<file path="config.mk">
export PLATFORM = sky130hd
export DESIGN_NAME = id_fwd_stage
export DESIGN_NICKNAME = d
export VERILOG_FILES = /design/src/rtl/id_fwd_stage.sv
export SDC_FILE = /design/constraint.sdc
export NUM_CORES = 1
export LEC_CHECK = 0
export ABC_AREA = 0
export BUFFER_PORTS_ARGS = -buffer_cell sky130_fd_sc_hd__buf_2
export CAP_MARGIN = 20
export CORE_AREA = 2 2 178 180
export CTS_BUF_LIST = sky130_fd_sc_hd__clkbuf_4
export CTS_CLUSTER_DIAMETER = 30
export DETAILED_ROUTE_END_ITERATION = 8
export DIE_AREA = 0 0 180 182
export GPL_TIMING_DRIVEN = 0
export PLACE_DENSITY_LB_ADDON = 0.08
export REMOVE_ABC_BUFFERS = 1
export SLEW_MARGIN = 10
export SYNTH_ARGS = -nofsm -noshare
export SYNTH_HDL_FRONTEND = slang
export SYNTH_SLANG_ARGS = --single-unit
</file>
<file path="constraint.sdc">
create_clock -name clk -period 5.9 [get_ports clk]
set_input_delay 1.18 -clock clk [delete_from_list [all_inputs] [get_ports clk]]
set_output_delay 1.18 -clock clk [all_outputs]
set_load 0.1 [all_outputs]
</file>
<file path="src/rtl/id_fwd_stage.sv">
// id_fwd_stage: decode-stage front end.
//   Holds the IF/ID pipeline register and keeps the ID instruction stable
//   across stalls. Forwards rs/rt from NUM_FWD younger stages, where source 0
//   is the youngest and has the highest priority. Raises load-use stall
//   requests. Resolves MIPS branches/jumps in ID and tracks delay-slot status.
//
// Optional feature: define ID_FWD_PERF_CNT_EN to add the stall and
// taken-branch performance counters. When it is undefined, both counter
// outputs are tied to 0 and no counter flops are built.
//
// Ports:
//   clk, rst            clock, asynchronous active-high reset
//   stall[5:0]          pipeline stall bus (bit1 IF/ID register, bit2 ID stage)
//   if_valid_i/if_pc_i  fetch valid and fetch PC
//   inst_i              instruction SRAM read data, arriving in the ID cycle
//   rf_raddr*_o         register-file read addresses (rs, rt)
//   rf_rdata*_i         register-file read data
//   fwd_bus_i           per source {is_load, we, waddr[4:0], wdata}; source 0 in LSBs
//   id_valid_o/id_pc_o  ID stage valid and PC
//   id_inst_o           stable ID instruction (0 when ID is not valid)
//   src1_o/src2_o       forwarded rs/rt operand values
//   stallreq_o          load-use stall request
//   br_taken_o          redirect fetch
//   br_target_o         redirect address
//   in_delayslot_o      ID instruction is a delay slot
//   perf_*_cnt_o        performance counters (optional)
module id_fwd_stage #(
  parameter int unsigned        DW              = 32,
  parameter int unsigned        NUM_FWD         = 2,
  parameter logic [NUM_FWD-1:0] LOAD_STALL_MASK = NUM_FWD'(1)
) (
  input  logic                      clk,
  input  logic                      rst,
  input  logic [5:0]                stall,
  input  logic                      if_valid_i,
  input  logic [DW-1:0]             if_pc_i,
  input  logic [31:0]               inst_i,
  output logic [4:0]                rf_raddr1_o,
  output logic [4:0]                rf_raddr2_o,
  input  logic [DW-1:0]             rf_rdata1_i,
  input  logic [DW-1:0]             rf_rdata2_i,
  input  logic [NUM_FWD*(DW+7)-1:0] fwd_bus_i,
  output logic                      id_valid_o,
  output logic [DW-1:0]             id_pc_o,
  output logic [31:0]               id_inst_o,
  output logic [DW-1:0]             src1_o,
  output logic [DW-1:0]             src2_o,
  output logic                      stallreq_o,
  output logic                      br_taken_o,
  output logic [DW-1:0]             br_target_o,
  output logic                      in_delayslot_o,
  output logic [31:0]               perf_stall_cnt_o,
  output logic [31:0]               perf_br_cnt_o
);

  localparam int unsigned FW = DW + 7;

  localparam logic [5:0] OP_SPECIAL = 6'h00;
  localparam logic [5:0] OP_REGIMM  = 6'h01;
  localparam logic [5:0] OP_J       = 6'h02;
  localparam logic [5:0] OP_JAL     = 6'h03;
  localparam logic [5:0] OP_BEQ     = 6'h04;
  localparam logic [5:0] OP_BNE     = 6'h05;
  localparam logic [5:0] OP_BLEZ    = 6'h06;
  localparam logic [5:0] OP_BGTZ    = 6'h07;
  localparam logic [5:0] OP_SB      = 6'h28;
  localparam logic [5:0] OP_SH      = 6'h29;
  localparam logic [5:0] OP_SWL     = 6'h2A;
  localparam logic [5:0] OP_SW      = 6'h2B;
  localparam logic [5:0] OP_SWR     = 6'h2E;
  localparam logic [5:0] FN_JR      = 6'h08;
  localparam logic [5:0] FN_JALR    = 6'h09;
  localparam logic [4:0] RT_BLTZ    = 5'h00;
  localparam logic [4:0] RT_BGEZ    = 5'h01;
  localparam logic [4:0] RT_BLTZAL  = 5'h10;
  localparam logic [4:0] RT_BGEZAL  = 5'h11;

  typedef struct packed {
    logic          is_load;
    logic          we;
    logic [4:0]    waddr;
    logic [DW-1:0] wdata;
  } fwd_src_t;

  // State
  logic          valid_q,     valid_d;
  logic [DW-1:0] pc_q,        pc_d;
  logic          hold_vld_q,  hold_vld_d;
  logic [31:0]   inst_hold_q, inst_hold_d;
  logic          ds_pend_q,   ds_pend_d;
  logic          in_ds_q,     in_ds_d;

  // Combinational internals
  fwd_src_t      src [NUM_FWD];
  logic [31:0]   inst_c;
  logic [5:0]    opcode;
  logic [5:0]    funct;
  logic [4:0]    rs;
  logic [4:0]    rt;
  logic [DW-1:0] src1_c;
  logic [DW-1:0] src2_c;
  logic          uses_rt;
  logic          load_hit;
  logic          stallreq_c;
  logic          is_ctl;
  logic          cond;
  logic [DW-1:0] tgt;
  logic [DW-1:0] pc4;
  logic          br_taken_c;
  logic          br_leave;
  logic          flag_eff;
  logic          unused_stall_bits;

  assign unused_stall_bits = ^{stall[5:3], stall[0]};

  // Unpack the forwarding bus
  always_comb begin
    for (int i = 0; i < int'(NUM_FWD); i++) begin
      src[i] = fwd_bus_i[i*FW +: FW];
    end
  end

  // Effective ID instruction: the held copy wins while a stall is being held
  always_comb begin
    inst_c = 32'd0;
    if (valid_q) inst_c = hold_vld_q ? inst_hold_q : inst_i;
  end

  assign opcode = inst_c[31:26];
  assign funct  = inst_c[5:0];
  assign rs     = inst_c[25:21];
  assign rt     = inst_c[20:16];

  // Operand forwarding: scan from oldest to youngest so the youngest match wins
  always_comb begin
    src1_c = rf_rdata1_i;
    src2_c = rf_rdata2_i;
    for (int i = int'(NUM_FWD) - 1; i >= 0; i--) begin
      if (src[i].we && (src[i].waddr == rs)) src1_c = src[i].wdata;
      if (src[i].we && (src[i].waddr == rt)) src2_c = src[i].wdata;
    end
    if (rs == 5'd0) src1_c = '0;
    if (rt == 5'd0) src2_c = '0;
  end

  // Load-use hazard; rt only counts for instructions that actually read it
  always_comb begin
    uses_rt  = (opcode == OP_SPECIAL) || (opcode == OP_BEQ) || (opcode == OP_BNE) ||
               (opcode == OP_SB) || (opcode == OP_SH) || (opcode == OP_SWL) ||
               (opcode == OP_SW) || (opcode == OP_SWR);
    load_hit = 1'b0;
    for (int i = 0; i < int'(NUM_FWD); i++) begin
      if (LOAD_STALL_MASK[i] && src[i].is_load && src[i].we && (src[i].waddr != 5'd0) &&
          ((src[i].waddr == rs) || (uses_rt && (src[i].waddr == rt)))) begin
        load_hit = 1'b1;
      end
    end
    stallreq_c = valid_q & load_hit;
  end

  assign pc4 = pc_q + DW'(4);

  // Branch / jump resolution
  always_comb begin
    is_ctl = 1'b0;
    cond   = 1'b0;
    tgt    = pc4 + {{(DW-18){inst_c[15]}}, inst_c[15:0], 2'b00};
    case (opcode)
      OP_SPECIAL: begin
        if ((funct == FN_JR) || (funct == FN_JALR)) begin
          is_ctl = 1'b1;
          cond   = 1'b1;
          tgt    = src1_c;
        end
      end
      OP_REGIMM: begin
        case (rt)
          RT_BLTZ, RT_BLTZAL: begin
            is_ctl = 1'b1;
            cond   = src1_c[DW-1];
          end
          RT_BGEZ, RT_BGEZAL: begin
            is_ctl = 1'b1;
            cond   = ~src1_c[DW-1];
          end
          default: ;
        endcase
      end
      OP_J, OP_JAL: begin
        is_ctl = 1'b1;
        cond   = 1'b1;
        tgt    = {pc4[DW-1:28], inst_c[25:0], 2'b00};
      end
      OP_BEQ: begin
        is_ctl = 1'b1;
        cond   = (src1_c == src2_c);
      end
      OP_BNE: begin
        is_ctl = 1'b1;
        cond   = (src1_c != src2_c);
      end
      OP_BLEZ: begin
        is_ctl = 1'b1;
        cond   = src1_c[DW-1] | (src1_c == '0);
      end
      OP_BGTZ: begin
        is_ctl = 1'b1;
        cond   = ~src1_c[DW-1] & (src1_c != '0);
      end
      default: ;
    endcase
    br_taken_c = valid_q & ~stallreq_c & cond;
  end

  // Next state: IF/ID register, instruction hold, delay-slot tracking
  always_comb begin
    valid_d     = valid_q;
    pc_d        = pc_q;
    hold_vld_d  = hold_vld_q;
    inst_hold_d = inst_hold_q;
    in_ds_d     = in_ds_q;
    // A branch leaving ID arms the flag even if the slot loads at the same edge
    br_leave    = valid_q & is_ctl & ~stall[2] & ~stallreq_c;
    flag_eff    = ds_pend_q | br_leave;
    ds_pend_d   = flag_eff;

    if (stall[1] && !stall[2]) begin
      valid_d = 1'b0;
      pc_d    = '0;
      in_ds_d = 1'b0;
    end else if (!stall[1]) begin
      valid_d = if_valid_i;
      pc_d    = if_pc_i;
      in_ds_d = if_valid_i & flag_eff;
      if (if_valid_i) ds_pend_d = 1'b0;
    end

    if (!stall[2]) begin
      hold_vld_d = 1'b0;
    end else if (!hold_vld_q) begin
      hold_vld_d  = 1'b1;
      inst_hold_d = inst_i;
    end
  end

  always_ff @(posedge clk or posedge rst) begin
    if (rst) begin
      valid_q     <= 1'b0;
      pc_q        <= '0;
      hold_vld_q  <= 1'b0;
      inst_hold_q <= '0;
      ds_pend_q   <= 1'b0;
      in_ds_q     <= 1'b0;
    end else begin
      valid_q     <= valid_d;
      pc_q        <= pc_d;
      hold_vld_q  <= hold_vld_d;
      inst_hold_q <= inst_hold_d;
      ds_pend_q   <= ds_pend_d;
      in_ds_q     <= in_ds_d;
    end
  end

  assign rf_raddr1_o    = rs;
  assign rf_raddr2_o    = rt;
  assign id_valid_o     = valid_q;
  assign id_pc_o        = pc_q;
  assign id_inst_o      = inst_c;
  assign src1_o         = src1_c;
  assign src2_o         = src2_c;
  assign stallreq_o     = stallreq_c;
  assign br_taken_o     = br_taken_c;
  assign br_target_o    = br_taken_c ? tgt : '0;
  assign in_delayslot_o = in_ds_q;

`ifdef ID_FWD_PERF_CNT_EN
  logic [31:0] perf_stall_q, perf_stall_d;
  logic [31:0] perf_br_q,    perf_br_d;

  // Free-running event counters, wrapping at 2^32
  always_comb begin
    perf_stall_d = perf_stall_q + 32'(stallreq_c);
    perf_br_d    = perf_br_q + 32'(br_taken_c & ~stall[2]);
  end

  always_ff @(posedge clk or posedge rst) begin
    if (rst) begin
      perf_stall_q <= '0;
      perf_br_q    <= '0;
    end else begin
      perf_stall_q <= perf_stall_d;
      perf_br_q    <= perf_br_d;
    end
  end

  assign perf_stall_cnt_o = perf_stall_q;
  assign perf_br_cnt_o    = perf_br_q;
`else
  assign perf_stall_cnt_o = 32'd0;
  assign perf_br_cnt_o    = 32'd0;
`endif

endmodule

</file>
* Word level (Yosys, flattened, before mapping)
Index checks and enable logic that the tools add are counted. W data, S select, Z words.
Storage, ports and cells: bits in registers 68, input port bits 215, output and inout bits 238, word-level logic and storage cells 102
Operators by class: $add $sub $neg 2, eq/ne operators 24, mux-type cells 27, bitwise logic cells 13, reductions and logical operators 30
Operators with widths (count):
- $mux W32 | 12
- $pmux W32 S2 | 1
- $add A32 B3 Y32 const B | 1
- $add A32 B32 Y32 | 1
- $eq A32 B32 Y1 | 1
- $logic_not A32 Y1 | 1
- $ne A32 B32 Y1 | 1
- $reduce_bool A32 Y1 | 1
- $eq A6 B6 Y1 const B | 5
- $eq A6 B3 Y1 const B | 4
- $eq A5 B5 Y1 | 4
- $eq A6 B2 Y1 const B | 2
- $eq A6 B4 Y1 const B | 2
- $mux W1 | 11
- $eq A5 B5 Y1 const B | 2
- $logic_not A5 Y1 | 2
- $logic_and A1 B1 Y1 | 9
- $logic_or A1 B1 Y1 | 9
- $and A1 B1 Y1 | 8
- $pmux W1 S7 | 1
- $eq A6 B1 Y1 const B | 1
- $logic_not A6 Y1 | 1
- $reduce_or A2 Y1 | 3
- $reduce_or A6 Y1 | 1
- 9 further kinds | 12

* Depth between registers and ports, before layout
Gate-level depths: netlist (run 1).
word-level depth 21, depth in mapped cells 22, depth with buffers taken out 19

* Least setup slack after synthesis (run 1)
Ideal clock, no wire load.
kind register to output, from register valid_q, in the netlist id_valid_o, to output port br_target_o[27], arrival time 8.808 ns, required time 4.720 ns, slack -4.088 ns, stages on the path, launching flop included 18, path buffers 6, path through dfrtp_1 -> buf_2 -> inv_2 -> buf_2 -> buf_2 -> nor2_1 -> nor4_4 -> buf_2 -> buf_1 -> a311oi_1 -> xnor2_1 -> nand4_1 -> nor4_1 -> nand2_1 -> and4b_1 -> nor3_4 -> buf_4 -> a31oi_1
Between the ends: elaborated cells on any way between the ends 68, those cells by class add/sub: 1; eq/ne: 23; mux: 14; bitwise: 7; reduce/logical: 23
RTL lines:
- start: declaration | line 86 | logic valid_q, valid_d;
- start signal: assignment | line 255 | valid_q <= valid_d;
- $mux W32 (*) | line 126 | if (valid_q) inst_c = hold_vld_q ? inst_hold_q : inst_i;
- via id_inst_o[25] | line 45 | output logic [31:0] id_inst_o,
- $eq A5 B5 Y1
- $logic_and A1 B1 Y1 | line 139 | if (src[i].we && (src[i].waddr == rs)) src1_c = src[i].wdata;
- $mux W32 (2 in series) | line 139
- $mux W32 (*) | line 142 | if (rs == 5'd0) src1_c = '0;
- via src1_o[25] | line 46 | output logic [DW-1:0] src1_o,
- $reduce_bool A32 Y1 or $logic_not A32 Y1 (tied branches) | line 208, 204
- $and A1 B1 Y1 or $or A1 B1 Y1 (tied branches) | line 208, 204
- $pmux W1 S7 (*) | line 168 | case (opcode)
- $and A1 B1 Y1 (*) | line 212 | br_taken_c = valid_q & ~stallreq_c & cond;
- $mux W32 (*) | line 273 | assign br_target_o = br_taken_c ? tgt : '0;
- end: declaration | line 50 | output logic [DW-1:0] br_target_o,
The timed path passes the listed nets; every way through them passes the cells marked *.

* Final worst setup path (run 1)
from input port inst_i[19], to output port br_target_o[24]
Between the ends: longest elaborated chain between the ends 12, elaborated cells on any way between the ends 28, those cells by class eq/ne: 7; mux: 9; bitwise: 4; reduce/logical: 8
Ends and longest elaborated chain:
- start: declaration | line 37 | input logic [31:0] inst_i,
- $mux W32 (*)
- $mux W32 (*) | line 126
- branches (longest 8 deep; another with $mux W32)
- $and A1 B1 Y1 (*) | line 212
- $mux W32 (*) | line 273
Mark *: on every way between the ends.

==> results of run 1 <==
-- power groups by stage --
stage / registers (W) / clock network (W) / logic, W
floorplan: 0.000685 / 0 / 0.00141
CTS: 0.000565 / 0.000331 / 0.00237
detailed placement: 0.000579 / 0 / 0.00211
global route: 0.000574 / 0.000343 / 0.00254
global placement: 0.000576 / 0 / 0.00202
finish: 0.000565 / 0.000314 / 0.00246
-- cell type report --
cell class                      count  area (µm²)
Fill cell                        3112       15700
Inverter                           73         293
Timing Repair Buffer              536        3970
Tap cell                          402         503
Antenna cell                        3        7.51
Multi-Input combinational cell   1115        8710
Clock buffer                        9        67.6
Sequential cell                    68        1710
Clock inverter                      6        56.3
-- flip-flops by register name, indices dropped and copies added, names as in the netlist --
register        count
id_valid_o          1
ds_pend_q           1
in_delayslot_o      1
inst_hold_q        32
hold_vld_q          1
id_pc_o            32
-- cells in the mapped netlist, drive strengths merged (6+ instances only) --
cell type / n
and2: 7
nor2: 96
o21ai: 76
a21o: 14
nor2b: 7
o31ai: 66
mux2: 38
clkbuf: 86
buf: 107
dfrtp: 68
nand2b: 18
a31oi: 8
xor2: 14
nor4: 82
a21oi: 40
or4: 21
nor3: 56
nand4: 36
nand3: 98
or3: 17
a211oi: 9
ha: 30
mux2i: 34
and3: 9
xnor2: 68
a311oi: 63
inv: 73
a22oi: 8
and4: 6
nand2: 69
-- per-stage QoR --
step	std cells	total power, W	util, %	cell area (µm²)
after CTS	2179	0.00327	47.8	14800
after detailed placement	2080	0.00269	39.9	12400
after floorplan	1252	0.00210	-	9250
after global placement	2037	0.00260	37.6	11700
after global routing	2211	0.00346	49.4	15300
final	2212	0.00334	49.4	15300
-- what timing repair did --
action	in CTS	in global routing
setup buffers	76	32
endpoints found under the setup margin	97	33
pin swaps	38	32
resized for setup	301	45
cloned	8	0
-- critical path, cell delays in order --
cell and delay [ns]:
buf_2 0.13, mux2i_4 0.20, nor3_2 0.05, or4b_4 0.58
buf_12 0.17, or3_4 0.47, buf_4 0.17, a311oi_2 0.48
xnor2_1 0.19, nand4_1 0.16, nor4_4 0.37, nand2_2 0.15
and4b_1 0.32, nor3_4 0.07, buf_8 0.15, buf_16 0.15
nor3_4 0.23, buf_12 0.22
-- routing by layer --
metal / wire length, µm / GRT usage, %
met1: 20900 / 38.4
met2: 26100 / 54.1
met3: 4530 / 5.27
met4: 3000 / 15.3
met5: 13 / 0
-- worst paths after layout --
check | from | to | slack, ns | cells past startpoint
min in group asynchronous | rst | inst_hold_q[0] | 0.66 | 2
max in group asynchronous | rst | hold_vld_q | 4.65 | 3
worst min register to register | inst_hold_q[14] | inst_hold_q[14] | 0.52 | 1
worst max-delay path | inst_i[19] | br_target_o[24] | -0.73 | 18
worst min-delay path | inst_hold_q[14] | inst_hold_q[14] | 0.52 | 1
worst max register to register | hold_vld_q | in_delayslot_o | 2.06 | 12
-- cells by family (layout without fill, tap and decap cells) --
family / count (synthesis) / after routing / synth area share (%)
xor+xnor: 82 / 82 / 7.14
mux: 72 / 72 / 7.64
flops: 68 / 68 / 16.9
buf+inv: 266 / 624 / 13.1
other cells: 1 / 67 / 0.0373
compound gates: 329 / 329 / 23.0
fa+ha+maj: 31 / 31 / 3.93
simple gates: 533 / 537 / 28.2
==> results.py, run 1 <==
metrics = {
    "status": {
        "run_status": "complete, but fails checks",
        "violations": "negative setup slack",
    },
    "synthesis": {
        "synth.yosys.seq_area_share_pct": 16.9,
        "synth.avg_cell_area_um2": 7.28,
        "syn_area_um2": 10100,
        "synth_edf_count": 0,
        "synthTopCellsByArea": "dfrtp_1, xnor2_1, buf_4, a311oi_1, nor4_1",
        "ys_seq_elements": 68,
        "syn_inst": 1382,
        "synth_flop_cell": "dfrtp_1",
        "synthArstFlopShare_pct": 100,
        "synth_cell_types": 69,
        "synth_top_area_cell": "dfrtp_1",
        "yosysWarningCount": 0,
        "yosys.area.top_type_share_pct": 16.9,
    },
    "timing": {
        "tns_ns": -21.45,
        "relSlewSlack_pct": 32.7,
        "worst_pin_slew_ns": 1.01,
        "finalMaxSlewViolations": 0,
        "setup_viol": 33,
        "period_needed_ns": 6.63,
        "hold_viol_final": 0,
        "holdWs_ns": 0.516,
        "skew_ns": 0.0141,
        "setup_ws_ns": -0.734,
        "timing.final.crit_share_pct": 112,
        "rsz0062_at_grt": "yes",
        "fmax_mhz": 151,
    },
    "power": {
        "p_sw_w": 0.00206,
        "switching_share_pct": 61.7,
        "pwr_density_cell_nw_per_um2": 218,
        "power.internal_w": 0.00128,
        "power_frac_clock_pct": 9.4,
        "combPwrFrac_pct": 73.7,
        "p_leak_nw": 6.59,
        "pwr-share-seq_pct": 16.9,
        "ir_worst_vdd_uv": 144,
    },
    "detailed_routing": {
        "drtPass1Iterations": 6,
        "antenna_left": 0,
        "drt_iter0_markers": 1345,
        "wl_per_cell_um": 24.6,
        "drt-total-wl_mm": 54.5,
        "vias": 13300,
        "drc": 0,
        "vias_per_cell": 6.03,
    },
    "finish": {
        "final_common_cell": "buf_2",
        "final_cell_mix": "buf_2, buf_4, nand3_1, nor2_1, nor4_1",
        "finalNetCount": 2049,
        "drive_gt1_share_pct": 40.8,
        "area_growth_pct": 52.3,
    },
    "global_routing": {
        "grt_pass1_vias": 12800,
        "grt_pass1_wl_mm": 80.0,
        "gr-total-overflow": 0,
        "grt_max_degree": 68,
        "grt_util_all_layers_pct": 31.6,
        "antenna_found_initial": 4,
    },
    "worst_setup_path": {
        "crit_path_max_fanout": 7,
        "crit_type": "in2out",
        "end_kind": "output port",
        "cp-start-kind": "input pin",
        "worstPathArrival_ns": 5.45,
        "crit_required_ns": 4.72,
    },
    "placement": {
        "portBuffers": 383,
        "hpwl_mm": 38.2,
        "gp_congestion": 0.898,
        "place_ws_ns": -2.86,
    },
    "clocking": {
        "ctsHoldBuffers": 0,
        "cts_tree": "done",
        "htreeDepth": 3,
        "clk_path_buf_depth": 2,
        "cts_buffers": 9,
        "worstSkewPairLatency_ns": 0.46,
        "clk_pin_slew_ns": 0.10,
        "cts_sinks": 68,
        "clock-root-buffer": "clkbuf_4",
    },
    "floorplanning": {
        "die-width_um": 180,
        "io_pins": 453,
        "die_h_um": 182,
        "die_area_um2": 32800,
        "row_count": 65,
        "core_um2": 31000,
        "start_util_pct": 32.4,
    },
    "worst_hold_path": {
        "hold_path.class": "reg2reg",
    },
    "flow_run": {
        "maxCapViolations": 0,
    },
}
No activity file was read; power rests on OpenSTA's default activity.
==> run 2, diff against run 1 <==
clock period = 5.4 ns   (was 5.9 ns; I/O delays follow)
==> run 2 against run 1 <==
  * The run still ends with negative setup slack left
  * Hold slack about the same
  * Sequential cell count unchanged
  * Non-clock buffer count decreased by 16
  * Combinational power increased by 8.9%
  * Total power increased by 8.9%
  * Critical endpoint unchanged
  * Largest cell class unchanged
==> results.py, run 2 (synthesis gave the netlist of run 1 again) <==
metrics = {
    "worst_setup_path": {
        "crit_type": "in2out",
        "cp-start-kind": "input pin",
        "worstPathArrival_ns": 5.42,
        "crit_path_max_fanout": 12,
        "crit_path_cell_trace": "buf_2 > mux2i_4 > nor3_1 > nand4b_1 > buf_6 > or3_4 > buf_12 > a311oi_2 > xnor2_1 > nand4_1 > nor4_4 > nand2_2 > and4b_1 > nor3_4 > buf_8 > buf_16 > nor3_4 > buf_12",
        "critical-path-top-delay-family": "simple AND/OR/NAND/NOR gates",
        "cp_slowest_cell": "a311oi_2",
        "crit_required_ns": 4.32,
        "cpPeakStageDelay_ns": 0.73,
        "end_kind": "output port",
        "path_buf_inv": 6,
    },
    "global_routing": {
        "grt_pass1_vias": 12900,
        "grt_util_all_layers_pct": 31.5,
        "antenna_found_initial": 5,
        "grt_pass1_wl_mm": 79.8,
        "gr-total-overflow": 0,
        "grt_max_degree": 68,
    },
    "floorplanning": {
        "io_pins": 453,
        "core_um2": 31000,
        "die-width_um": 180,
        "die_area_um2": 32800,
        "start_util_pct": 32.4,
        "die_h_um": 182,
        "row_count": 65,
    },
    "timing": {
        "hold_viol_final": 0,
        "setup_viol": 33,
        "holdWs_ns": 0.516,
        "timing.final.crit_share_pct": 120,
        "finalMaxSlewViolations": 0,
        "fmax_mhz": 154,
        "rsz0062_at_grt": "yes",
        "skew_ns": 0.0131,
        "period_needed_ns": 6.50,
        "worst_pin_slew_ns": 0.997,
        "setup_ws_ns": -1.10,
        "relSlewSlack_pct": 33.5,
    },
    "detailed_routing": {
        "drt_iter0_markers": 1574,
        "wl_per_cell_um": 24.6,
        "drtPass1Iterations": 6,
        "drc": 0,
        "antenna_left": 0,
        "vias": 13300,
        "vias_per_cell": 6.06,
        "drt-total-wl_mm": 54.0,
    },
    "power": {
        "power_w": 0.00364,
        "pwr_density_cell_nw_per_um2": 239,
        "ir_worst_vdd_uv": 154,
        "p_leak_nw": 6.51,
    },
    "placement": {
        "portBuffers": 383,
        "hpwl_mm": 38.2,
        "gp_congestion": 0.898,
    },
    "finish": {
        "drive_gt1_share_pct": 40.9,
        "final_core_util_pct": 49.2,
        "area_growth_pct": 51.5,
        "final_cell_mix": "buf_2, nand3_1, buf_4, nor4_1, nor2_1",
        "finalNetCount": 2033,
        "final_common_cell": "buf_2",
    },
    "clocking": {
        "clk_pin_slew_ns": 0.10,
        "worstSkewPairLatency_ns": 0.45,
        "cts_sinks": 68,
        "htreeDepth": 3,
        "cts_tree": "done",
        "clock-root-buffer": "clkbuf_4",
        "clk_path_buf_depth": 2,
        "cts_buffers": 9,
    },
    "worst_hold_path": {
        "hold_path.class": "reg2reg",
    },
    "status": {
        "run_status": "complete, but fails checks",
        "violations": "negative setup slack",
    },
    "flow_run": {
        "maxCapViolations": 0,
    },
}
-- run 2: worst paths after layout --
path	slack, ns	start	depth (start not counted)	endpoint
max	-1.10	inst_i[24]	18	br_target_o[24]
min	0.52	inst_hold_q[14]	1	inst_hold_q[14]
max reg2reg	1.56	hold_vld_q	14	in_delayslot_o
min reg2reg	0.52	inst_hold_q[14]	1	inst_hold_q[14]
max in group asynchronous	4.25	rst	3	hold_vld_q
min in group asynchronous	0.56	rst	2	inst_hold_q[0]
-- run 2: metal layers --
layer | vias up | global-route usage, % | wire [µm]
met2 | 832 | 53.8 | 25600
li1 | 5909 | - | -
met4 | 2 | 15.4 | 2960
met3 | 190 | 5.46 | 4520
met5 | - | 0 | 13
met1 | 6375 | 38.2 | 20900
-- run 2: layout make-up --
type / count / area (µm²)
clock inverter: 6 / 56.3
clock buffer: 9 / 67.6
inverter: 73 / 300
tap: 402 / 503
timing repair buffer: 520 / 3860
antenna: 3 / 7.51
fill: 3141 / 15800
sequential: 68 / 1710
multi-input combinational: 1115 / 8730
-- run 2: what timing repair did --
item                       CTS  global route
gates resized for setup    309            60
setup buffers               75            18
hold endpoints to repair     0             0
hold buffers                 0             0
setup endpoints to repair   98            34
pin swaps                   44            32
gates cloned                 9             0
-- run 2: where the power goes --
part	switching [W]	internal, W	total [W]
Combinational	0.00199	0.000688	0.00268
Clock	0.000207	0.000135	0.000342
Sequential	0.0000544	0.000563	0.000618
-- run 2: per-stage QoR --
step	TNS, ns	cell area, µm²	setup WS, ns	instances
2_1_floorplan	-470.08	9250	-6.99	1252
3_3_place_gp	-500.94	11700	-7.72	2037
3_5_place_dp	-139.38	12400	-3.16	2080
4_1_cts	-27.35	14800	-0.927	2179
5_1_grt	-33.87	15200	-1.14	2195
6_report	-32.48	15200	-1.10	2196
